$ cat src/rtl/redirect_ctrl_pkg.sv
// Shared pipeline types for the PC redirect sequencer: redirect state
// encoding and the request bundle used by both decode and the late stage.
package redirect_ctrl_pkg;

  typedef logic        u1;
  typedef logic [63:0] u64;

  typedef enum logic [1:0] {
    IDLE  = 2'd0,
    DRAIN = 2'd1,
    PEND  = 2'd2
  } redirect_state_t;

  typedef struct packed {
    u1  valid;
    u64 target;
  } redirect_t;

endpackage

$ cat src/rtl/redirect_arb.sv
// Priority select between the late-stage (trap/mret) redirect and the
// decode-stage redirect. The late stage always wins because it kills
// everything younger, including the decode instruction.
module redirect_arb
  import redirect_ctrl_pkg::*;
(
  input  redirect_t x_req,
  input  redirect_t d_req,
  output redirect_t sel_req
);

  // Late-stage request overrides decode; target follows the winner.
  always_comb begin
    sel_req.valid  = x_req.valid | d_req.valid;
    sel_req.target = x_req.valid ? x_req.target : d_req.target;
  end

endmodule

$ cat src/rtl/redirect_ctrl.sv
// PC redirect sequencer. Squashes IF/ID on a redirect, waits out and
// discards an in-flight ibus fetch, and holds the redirect on the PC mux
// until the PC register takes it. Also counts applied redirects and
// discarded fetch responses.
module redirect_ctrl
  import redirect_ctrl_pkg::*;
#(
  parameter int CNT_W = 32
) (
  input  logic             clk,
  input  logic             reset,
  input  logic             d_redirect,
  input  logic [63:0]      d_target,
  input  logic             d_fire,
  input  logic             x_redirect,
  input  logic [63:0]      x_target,
  input  logic             f_busy,
  input  logic             f_done,
  input  logic             pc_ready,
  output logic             pc_sel,
  output logic [63:0]      pc_target,
  output logic             flush_f,
  output logic             drop_resp,
  output logic             stall_f,
  output logic             busy,
  output logic [CNT_W-1:0] redirect_cnt,
  output logic [CNT_W-1:0] drop_cnt
);

  redirect_state_t  state, state_n;
  u64               tgt, tgt_n;
  u64               eff_target;
  logic [CNT_W-1:0] redirect_cnt_q;
  logic [CNT_W-1:0] drop_cnt_q;
  redirect_t        d_req;
  redirect_t        x_req;
  redirect_t        sel_req;

  // Decode redirects only count in IDLE; outside IDLE decode holds bubbles.
  always_comb begin
    d_req.valid  = d_redirect & d_fire & (state == IDLE);
    d_req.target = d_target;
    x_req.valid  = x_redirect;
    x_req.target = x_target;
  end

  redirect_arb u_arb (
    .x_req   (x_req),
    .d_req   (d_req),
    .sel_req (sel_req)
  );

  // While a redirect is parked, a newer late-stage redirect replaces it.
  assign eff_target = x_redirect ? x_target : tgt;

  // Next-state and output decode; everything is forced low during reset.
  always_comb begin
    state_n   = state;
    tgt_n     = tgt;
    pc_sel    = 1'b0;
    pc_target = '0;
    flush_f   = 1'b0;
    drop_resp = 1'b0;
    stall_f   = 1'b0;
    if (!reset) begin
      case (state)
        IDLE: begin
          if (sel_req.valid) begin
            flush_f = 1'b1;
            if (f_busy && !f_done) begin
              stall_f = 1'b1;
              tgt_n   = sel_req.target;
              state_n = DRAIN;
            end else begin
              drop_resp = f_done;
              pc_sel    = 1'b1;
              pc_target = sel_req.target;
              if (!pc_ready) begin
                tgt_n   = sel_req.target;
                state_n = PEND;
              end
            end
          end
        end
        DRAIN: begin
          stall_f = 1'b1;
          flush_f = 1'b1;
          tgt_n   = eff_target;
          if (f_done) begin
            drop_resp = 1'b1;
            pc_sel    = 1'b1;
            pc_target = eff_target;
            state_n   = pc_ready ? IDLE : PEND;
          end
        end
        PEND: begin
          pc_sel    = 1'b1;
          flush_f   = 1'b1;
          stall_f   = 1'b1;
          pc_target = eff_target;
          tgt_n     = eff_target;
          if (pc_ready) begin
            state_n = IDLE;
          end
        end
        default: begin
          state_n = IDLE;
        end
      endcase
    end
  end

  // State, parked target and performance counters.
  always_ff @(posedge clk) begin
    if (reset) begin
      state          <= IDLE;
      tgt            <= '0;
      redirect_cnt_q <= '0;
      drop_cnt_q     <= '0;
    end else begin
      state <= state_n;
      tgt   <= tgt_n;
      if (pc_sel && pc_ready) begin
        redirect_cnt_q <= redirect_cnt_q + CNT_W'(1);
      end
      if (drop_resp) begin
        drop_cnt_q <= drop_cnt_q + CNT_W'(1);
      end
    end
  end

  assign busy         = ~reset & (state != IDLE);
  assign redirect_cnt = reset ? '0 : redirect_cnt_q;
  assign drop_cnt     = reset ? '0 : drop_cnt_q;

  // Fetch is stalled in PEND, so an ibus response there breaks the contract.
  always @(posedge clk) begin
    if (!reset) begin
      assert (!(state == PEND && f_done));
    end
  end

endmodule

$ cat config.mk
export PLATFORM = sky130hd
export DESIGN_NAME = redirect_ctrl
export DESIGN_NICKNAME = d
export VERILOG_FILES = /design/src/rtl/redirect_ctrl_pkg.sv /design/src/rtl/redirect_arb.sv /design/src/rtl/redirect_ctrl.sv
export SDC_FILE = /design/constraint.sdc
export NUM_CORES = 1
export LEC_CHECK = 0
export CORE_MARGIN = 2
export CORE_UTILIZATION = 50
export DETAILED_ROUTE_END_ITERATION = 8
export GPL_TIMING_DRIVEN = 0
export PLACE_DENSITY = 0.85
export SLEW_MARGIN = 40
export SYNTH_ARGS = -nofsm -noshare
export SYNTH_HDL_FRONTEND = slang
export SYNTH_SLANG_ARGS = --single-unit
$ cat constraint.sdc
create_clock -name clk -period 4.45 [get_ports clk]
set_input_delay 0.445 -clock clk [delete_from_list [all_inputs] [get_ports clk]]
set_output_delay 0.445 -clock clk [all_outputs]
set_load 0.05 [all_outputs]
# Yosys cells after proc, flatten, opt, wreduce, memory -nomap -nowiden
# Index checks and enable logic that the tools add are counted.
[op_classes] addsub=2 reduce_logical=9 bitwise=5 muxes=36 eq_ne=6
[ops] cell="$mux W64" n=9
[ops] cell="$pmux W64 S3" n=1
[ops] cell="$pmux W64 S2" n=1
[ops] cell="$add A32 B1 Y32 const B" n=2
[ops] cell="$mux W32" n=2
[ops] cell="$mux W1" n=12
[ops] cell="$mux W2" n=6
[ops] cell="$ne A2 B2 Y1 const B" n=3
[ops] cell="$pmux W1 S2" n=3
[ops] cell="$pmux W2 S3" n=1
[ops] cell="$reduce_and A4 Y1" n=1
[ops] cell="$reduce_bool A2 Y1" n=2
[ops] cell="$and A1 B1 Y1" n=3
[ops] cell="$ne A3 B2 Y1 const B" n=1
[ops] cell="$pmux W1 S3" n=1
[ops] cell="$reduce_and A3 Y1" n=1
[ops] cell="$eq A2 B1 Y1 const B" n=1
[ops] cell="$eq A2 B2 Y1 const B" n=1
[ops] cell="$logic_and A1 B1 Y1" n=2
[ops] cell="$logic_not A2 Y1" n=1
[ops] cell="$reduce_or A2 Y1" n=1
[ops] cell="$logic_not A1 Y1" n=1
[ops] cell="$not A1 Y1" n=1
[ops] cell="$or A1 B1 Y1" n=1
[word_totals] register_bits=130 in_bits=136

# Depth between registers and ports, before layout
# Gate-level depths: netlist of the first run.
[logic_depth] word_depth=7 depth_mapped=9 ltp_nobuf=7

# Cells and area by module
# Synthesis of the first run repeated with hierarchy kept, for this count alone.
[unflattened] cells_unflattened=1100 area_unflattened_um2=9160.0
[by_module_without_submodules] module="redirect_ctrl" cells_per_inst=1028 area_per_inst_um2=8176.6 instances=1
[by_module_without_submodules] module="redirect_arb" cells_per_inst=72 area_per_inst_um2=983.4 instances=1

# Worst setup path after synthesis of the first run
# No wires, ideal clock.
[synth_path] path_kind="register to output" start="reg state[0]" end="out pc_target[22]" path_stages_with_launch=9 n_path_buf=2 path_slack_ns=0.889 arrival_ns=3.116 cell_sequence="dfxtp_1 inv_1 ha_1 clkbuf_1 inv_1 nor3_1 clkbuf_1 a221oi_1 a211oi_1"
[synth_between] elab_chain_cells=6
[synth_rtl] item="start, declared" line_no="redirect_ctrl.sv:30" text="redirect_state_t state, state_n;"
[synth_rtl] item="start signal, assigned" line_no="redirect_ctrl.sv:121" text="state <= state_n;"
[synth_rtl] item="$logic_not A2 Y1" line_no="redirect_ctrl.sv:41, redirect_ctrl.sv:66"
[synth_rtl] item="$and A1 B1 Y1" line_no="redirect_ctrl.sv:41" text="d_req.valid = d_redirect & d_fire & (state == IDLE);"
[synth_rtl] item="$or A1 B1 Y1" line_no="redirect_arb.sv:14" text="sel_req.valid = x_req.valid | d_req.valid;"
[synth_rtl] item="$mux W64" line_no="redirect_ctrl.sv:68" text="if (sel_req.valid) begin"
[synth_rtl] item="$pmux W64 S3 *" line_no="redirect_ctrl.sv:66" text="case (state)"
[synth_rtl] item="$mux W64 *" line_no="redirect_ctrl.sv:65" text="if (!reset) begin"
[synth_rtl] item="end, declared" line_no="redirect_ctrl.sv:21" text="output logic [63:0] pc_target,"
# Mark *: on every way between the ends. The rest lies on a longest branch, timed or not.

# Worst setup path after layout of the first run
[layout_path] start="in x_redirect" end="out pc_target[61]"
[layout_between] elab_chain_cells=5
[layout_rtl] item="start, declared" line_no="redirect_ctrl.sv:15" text="input logic x_redirect,"
[layout_rtl] item="$mux W64" line_no="redirect_arb.sv:15" text="sel_req.target = x_req.valid ? x_req.target : d_req.target;"
[layout_rtl] item="$mux W64" line_no="redirect_ctrl.sv:70" text="if (f_busy && !f_done) begin"
[layout_rtl] item="$mux W64" line_no="redirect_ctrl.sv:68"
[layout_rtl] item="$pmux W64 S3 *" line_no="redirect_ctrl.sv:66"
[layout_rtl] item="$mux W64 *" line_no="redirect_ctrl.sv:65"
# Marked as above.

==> impl_metrics.tcl, run 1 <==
set metrics [dict create \
    die_area_sq_um 18500 \
    reg2reg_from "state[0]" \
    clkTransAtPathRegs_ps 60 \
    drt-pass1-iter-count 7 \
    min_period_ps 4350 \
    die_y_um 136 \
    antenna_found_initial 0 \
    fin_crit_sh 0.977 \
    synth_cell_type_count 50 \
    ir_drop_mv 0.298 \
    die_w_um 136 \
    synth_fp_nets 1352 \
    grt_usage 0.328 \
    p_leak_nw 4.19 \
    crit_type "input port to output pin" \
    first_iter_violations 815 \
    netlist_instances 1210 \
    cts_tree "built" \
    seq_power_share 0.309 \
    powerDensity_nw_per_um2 351 \
    grt_max_degree 17 \
    ant_nets 0 \
    finalHoldViolCount 0 \
    layout-drive-gt1-share 0.0285 \
    finalClockSkew_ps 8.05 \
    clock_latency_ps 430 \
    yosysSeqAreaShare 0.299 \
    rsz0062_at_grt "false" \
    hp-class "register to register" \
    synth_mux_area_frac 0.0761 \
    diodes 0 \
    ys_warn_count 0 \
    setup_violations 0 \
    start_kind "input port" \
    clock_path_buffers 2 \
    vias 10353 \
    core_region_area_sq_um 17200 \
    cts-root-buf "clkbuf_16" \
    fin_nets 1638 \
    drv_cap 0 \
    ys_seq_elements 130 \
    fillCellCount 1460 \
    register_area_sq_um 2600 \
    synthSimpleGateAreaFrac 0.291 \
    wl_mm 31.5 \
    synth_compound_area_frac 0.220 \
    area_growth_pct 40.4 \
    drv_slew 0 \
    port_buffers 268 \
    startpoint "x_redirect" \
    switching_share 0.382 \
    fin_util 0.712 \
    p_clk_frac 0.305 \
    synthXorXnorAreaFrac 0.0513 \
    drc_errors 0 \
    post_drt_wl_per_cell_um 18.2 \
    hp-start "tgt[7]" \
    switching_power_mw 1.64 \
    arrival_ps 3900 \
    fin_setup_tns_ps 0 \
    worstPathRequired_ps 4010 \
    synth_flop_cell "dfxtp_1" \
    dp_hpwl_mm 23.1 \
    worst_slew_margin_rel 0.474 \
    fmax_ghz 0.230 \
    io_pins 269 \
    syn_avg_cell_area_sq_um 7.20 \
    cts.sinks 130 \
    synth_area_sq_um 8710 \
    cp-end-kind "output pin" \
    critical_path.max_fanout 10 \
    worstMarginPinSlew_ps 789 \
    synth_edf_count 0 \
    gp_congestion 0.934 \
    fp-row-count 48 \
    via_per_inst 5.97 \
    cts-buffers-inserted 17 \
    comb_power_share 0.386 \
    status "completed" \
    multi_input_area_sq_um 5650 \
    grt_pass1_wl_mm 48.6 \
    start_util 0.507 \
    synth_top_family_by_area "simple AND/OR/NAND/NOR gates" \
    intPower_mw 2.65 \
    overflow 0 \
    synth-async-reset-ratio 0 \
    grt_pass1_vias 9550 \
    cts_max_level 4 \
    synth_fa_ha_area_frac 0.00862 \
]
[cell usage after synthesis, types with 25 or more instances]
library cell    n  area [sq um]
a221oi_1       63           552
o21ai_0        73           365
nor4_1         25           156
nor2_1         67           251
clkbuf_1       95           357
mux2i_1        64           641
a21oi_1        79           395
xnor2_1        43           377
nand2_1       275          1030
nor2b_1        62           388
a211oi_1       64           480
dfxtp_1       130          2600
[power groups by stage]
stage          clock [mW]  combinational (mW)  sequential [mW]
2_1_floorplan           0                1.09             1.33
3_3_place_gp            0                1.61             1.34
3_5_place_dp            0                1.63             1.35
4_1_cts              1.31                1.63             1.32
5_1_grt              1.36                1.78             1.34
6_report             1.31                1.66             1.33
[routing by layer]
| metal | track usage | share of wire | vias to the layer above |
|---|---|---|---|
| met5 | 0 | 0 | - |
| met2 | 0.544 | 0.46 | 494 |
| li1 | - | - | 4902 |
| met1 | 0.414 | 0.42 | 4881 |
| met3 | 0.0686 | 0.088 | 76 |
| met4 | 0.135 | 0.031 | 0 |
[critical path, stage by stage]
cell	delay [ps]
clkdlybuf4s50_1	660
clkbuf_1	480
clkbuf_1	510
buf_1	490
a221oi_1	110
a211oi_1	300
clkdlybuf4s50_1	910
[path summary, 6_finish.rpt]
check,to,slack (ps),cells past startpoint
max,pc_target[61],100,7
min,tgt[7],470,2
min reg2reg,tgt[7],470,2
max reg2reg,redirect_cnt_q[17],1700,8
[final cells by class]
class                   count  share of cell area
repair buffers            268               0.219
plain buffers             113              0.0361
well taps                 225              0.0230
flip-flops and latches    130               0.213
clock buffers              25              0.0397
clock inverters             6             0.00450
inverters                   9             0.00276
multi-input cells         957               0.462
[sequential cells by signal, summed over array words and instances (netlist names)]
name,count
drop_cnt_q,32
redirect_cnt_q,32
state,2
tgt,64
[stage by stage]
stage | worst slack [ps] | instance area (sq um) | total power, mW | hold WS (ps) | cells
3_5_place_dp | 110 | 11700 | 2.97 | 464 | 1703
2_1_floorplan | 889 | 8710 | 2.42 | 449 | 1210
5_1_grt | 47.6 | 12200 | 4.47 | 487 | 1733
6_report | 103 | 12200 | 4.29 | 469 | 1733
4_1_cts | 56.1 | 12200 | 4.26 | 471 | 1733
3_3_place_gp | -87.2 | 11700 | 2.95 | 456 | 1703
[logic make-up (layout without fill, tap and decap cells)]
group                    count (synthesis)  count (layout)
XOR/XNOR                                51              51
AND/OR/NAND/NOR                        540             540
adder cells (fa/ha/maj)                  6               6
multiplexers                            66              66
AO/OA/AOI/OAI                          294             294
flip-flops                             130             130
buffers and inverters                  123             421
[placed cells by master (no fill, tap or decap), drive strengths merged, types with 63 or more instances in the layout]
master	count
nand2	275
clkdlybuf4s50	268
dfxtp	130
clkbuf	120
a21oi	79
o21ai	73
nor2	67
a211oi	64
mux2i	64
a221oi	63
[what timing repair did]
item,4_1_cts,5_1_grt
resized for setup,0,4
setup buffers,0,0
hold buffers,0,0
endpoints found under the setup margin,2,5
(Power assumes the default switching activity.)
==> run 2: changes to the inputs <==
--- a/config.mk
+++ b/config.mk
@@ -7,8 +7,10 @@
 export LEC_CHECK = 0
 export CORE_MARGIN = 2
 export CORE_UTILIZATION = 50
+export CTS_CLUSTER_SIZE = 30
 export DETAILED_ROUTE_END_ITERATION = 8
 export GPL_TIMING_DRIVEN = 0
+export HOLD_SLACK_MARGIN = 0.1
 export PLACE_DENSITY = 0.85
 export SLEW_MARGIN = 40
 export SYNTH_ARGS = -nofsm -noshare
==> results of run 2 <==
No change in the layout: final DEF, timing and power equal those of run 1.
==> run 3: changes to the inputs <==
--- a/config.mk
+++ b/config.mk
@@ -12,6 +12,7 @@
 export GPL_TIMING_DRIVEN = 0
 export HOLD_SLACK_MARGIN = 0.1
 export PLACE_DENSITY = 0.85
+export RECOVER_POWER = 50
 export SLEW_MARGIN = 40
 export SYNTH_ARGS = -nofsm -noshare
 export SYNTH_HDL_FRONTEND = slang
==> impl_metrics.tcl, run 3 (synthesis gave the netlist of run 1 again) <==
set metrics [dict create \
    status "completed" \
    vias 10300 \
    overflow 0 \
    p_leak_nw 4.19 \
    grt_usage 0.328 \
    layout_common_cells "275 x nand2_1, 264 x clkdlybuf4s50_1, 130 x dfxtp_1" \
    core_region_area_sq_um 17200 \
    gp_congestion 0.934 \
    grt_pass1_vias 9550 \
    hold_depth 2 \
    drc_errors 0 \
    grt_pass1_wl_mm 48.6 \
    ctsHoldBuffers 0 \
    start_util 0.507 \
    rsz0062_at_grt "false" \
    drv_slew 0 \
    totalPowerFinal_mw 4.29 \
    hold_ws_ps 469 \
    ant_nets 0 \
    cts-buffers-inserted 17 \
    path_buf_inv 5 \
    powerDensity_nw_per_um2 351 \
    die_area_sq_um 18500 \
    area_growth_pct 40.3 \
    layout.cells.most_common "nand2_1" \
    finalHoldViolCount 0 \
    reg2reg_to "redirect_cnt_q[17]" \
    ir_drop_mv 0.299 \
    post_cts_buffers 0 \
    cts_tree "built" \
    regMostFlops "tgt" \
    post_drt_wl_per_cell_um 18.2 \
    fin_setup_tns_ps 0 \
    path_cells "clkdlybuf4s50_1, clkbuf_1, clkbuf_1, buf_1, a221oi_1, a211oi_1, clkdlybuf4s50_1" \
    die_w_um 136 \
    via_per_inst 5.94 \
    fp-row-count 48 \
    arrival_ps 3910 \
    die_y_um 136 \
    setup_violations 0 \
    cts_max_level 4 \
    slowest_stage "clkdlybuf4s50_1" \
    grt_max_degree 17 \
    clkTransAtPathRegs_ps 60 \
    largest_reg_flops 64 \
    start_kind "input port" \
    hp-start "tgt[7]" \
    cp_slowest_stage_delay_ps 910 \
    cts.sinks 130 \
    layout-drive-gt1-share 0.0272 \
    fin_crit_sh 0.978 \
    min_period_ps 4350 \
    antenna_found_initial 0 \
    r2r_cells 8 \
    clock_latency_ps 430 \
    port_buffers 268 \
    drt-pass1-iter-count 5 \
    fin_util 0.711 \
    first_iter_violations 775 \
    wl_mm 31.5 \
    diodes 0 \
    fmax_ghz 0.230 \
    clock_path_buffers 2 \
    hp-class "register to register" \
    worstPathRequired_ps 4010 \
    ff2ff_setup_slack_ps 1610 \
    dp_hpwl_mm 23.1 \
    min_to "tgt[7]" \
    reg2reg_from "state[0]" \
    worst_slew_margin_rel 0.357 \
    critical_path.max_fanout 10 \
    finalClockSkew_ps 7.09 \
    crit_family "buffers and inverters" \
    crit_type "input port to output pin" \
    cts-root-buf "clkbuf_16" \
    drv_cap 0 \
    worstMarginPinSlew_ps 965 \
    fin_nets 1638 \
    largest_registers "tgt x64, drop_cnt_q x32, redirect_cnt_q x32" \
    io_pins 269 \
    cp-end-kind "output pin" \
]
==> run 3: routing by layer <==
metal / routed length, um / vias to the layer above / global-route usage
met5: 0 / - / 0
met3: 2660 / 76 / 0.0686
met2: 14600 / 480 / 0.544
li1: - / 4902 / -
met4: 1010 / 0 / 0.135
met1: 13200 / 4842 / 0.414
==> run 3: worst reg2reg max path, cell delays in order (launching register included) <==
cell and delay, ps:
dfxtp_1 340, ha_1 270, or2_1 220, clkbuf_1 200, or2_1 250, clkbuf_1 250
or4_1 700, or3_1 370, a21oi_1 150
==> run 3: how the worst max path moves through the flow <==
stage               start             to  slack [ps]  cells past startpoint
2_1_floorplan    state[0]  pc_target[22]         890                      8
3_3_place_gp   x_redirect  pc_target[38]         -90                      7
3_5_place_dp   x_redirect  pc_target[61]         110                      8
4_1_cts          state[0]  pc_target[38]          60                      9
5_1_grt        x_redirect  pc_target[12]          50                      7
6_report       x_redirect  pc_target[61]         100                      7
==> run 3: final cells by class <==
cell class                 count  area, sq um
clock buffer                  25          485
inverter                       9         33.8
sequential                   130         2600
multi-input combinational    957         5640
buffer                       113          442
clock inverter                 6         55.1
tap                          225          282
timing repair buffer         268         2680
fill                        1463         4960
==> run 3: repair_timing <==
action / 4_1_cts / 5_1_grt
hold endpoints to repair: 0 / 0
pin swaps: 0 / 0
endpoints found under the setup margin: 2 / 5
resized for setup: 0 / 4
==> run 3: through the flow <==
stage / worst slack (ps) / std cells / area, sq um
after floorplan: 889 / 1210 / 8710
after global placement: -87.2 / 1703 / 11700
after detailed placement: 110 / 1703 / 11700
after CTS: 56.1 / 1733 / 12200
after global routing: 49.7 / 1733 / 12200
final: 95.8 / 1733 / 12200
==> run 3: where the power goes <==
part / switching (mW) / total, mW / leakage [nW] / internal [mW]
Combinational: 1.06 / 1.65 / 2.86 / 0.593
Clock: 0.505 / 1.31 / 0.271 / 0.803
Sequential: 0.0727 / 1.33 / 1.06 / 1.25
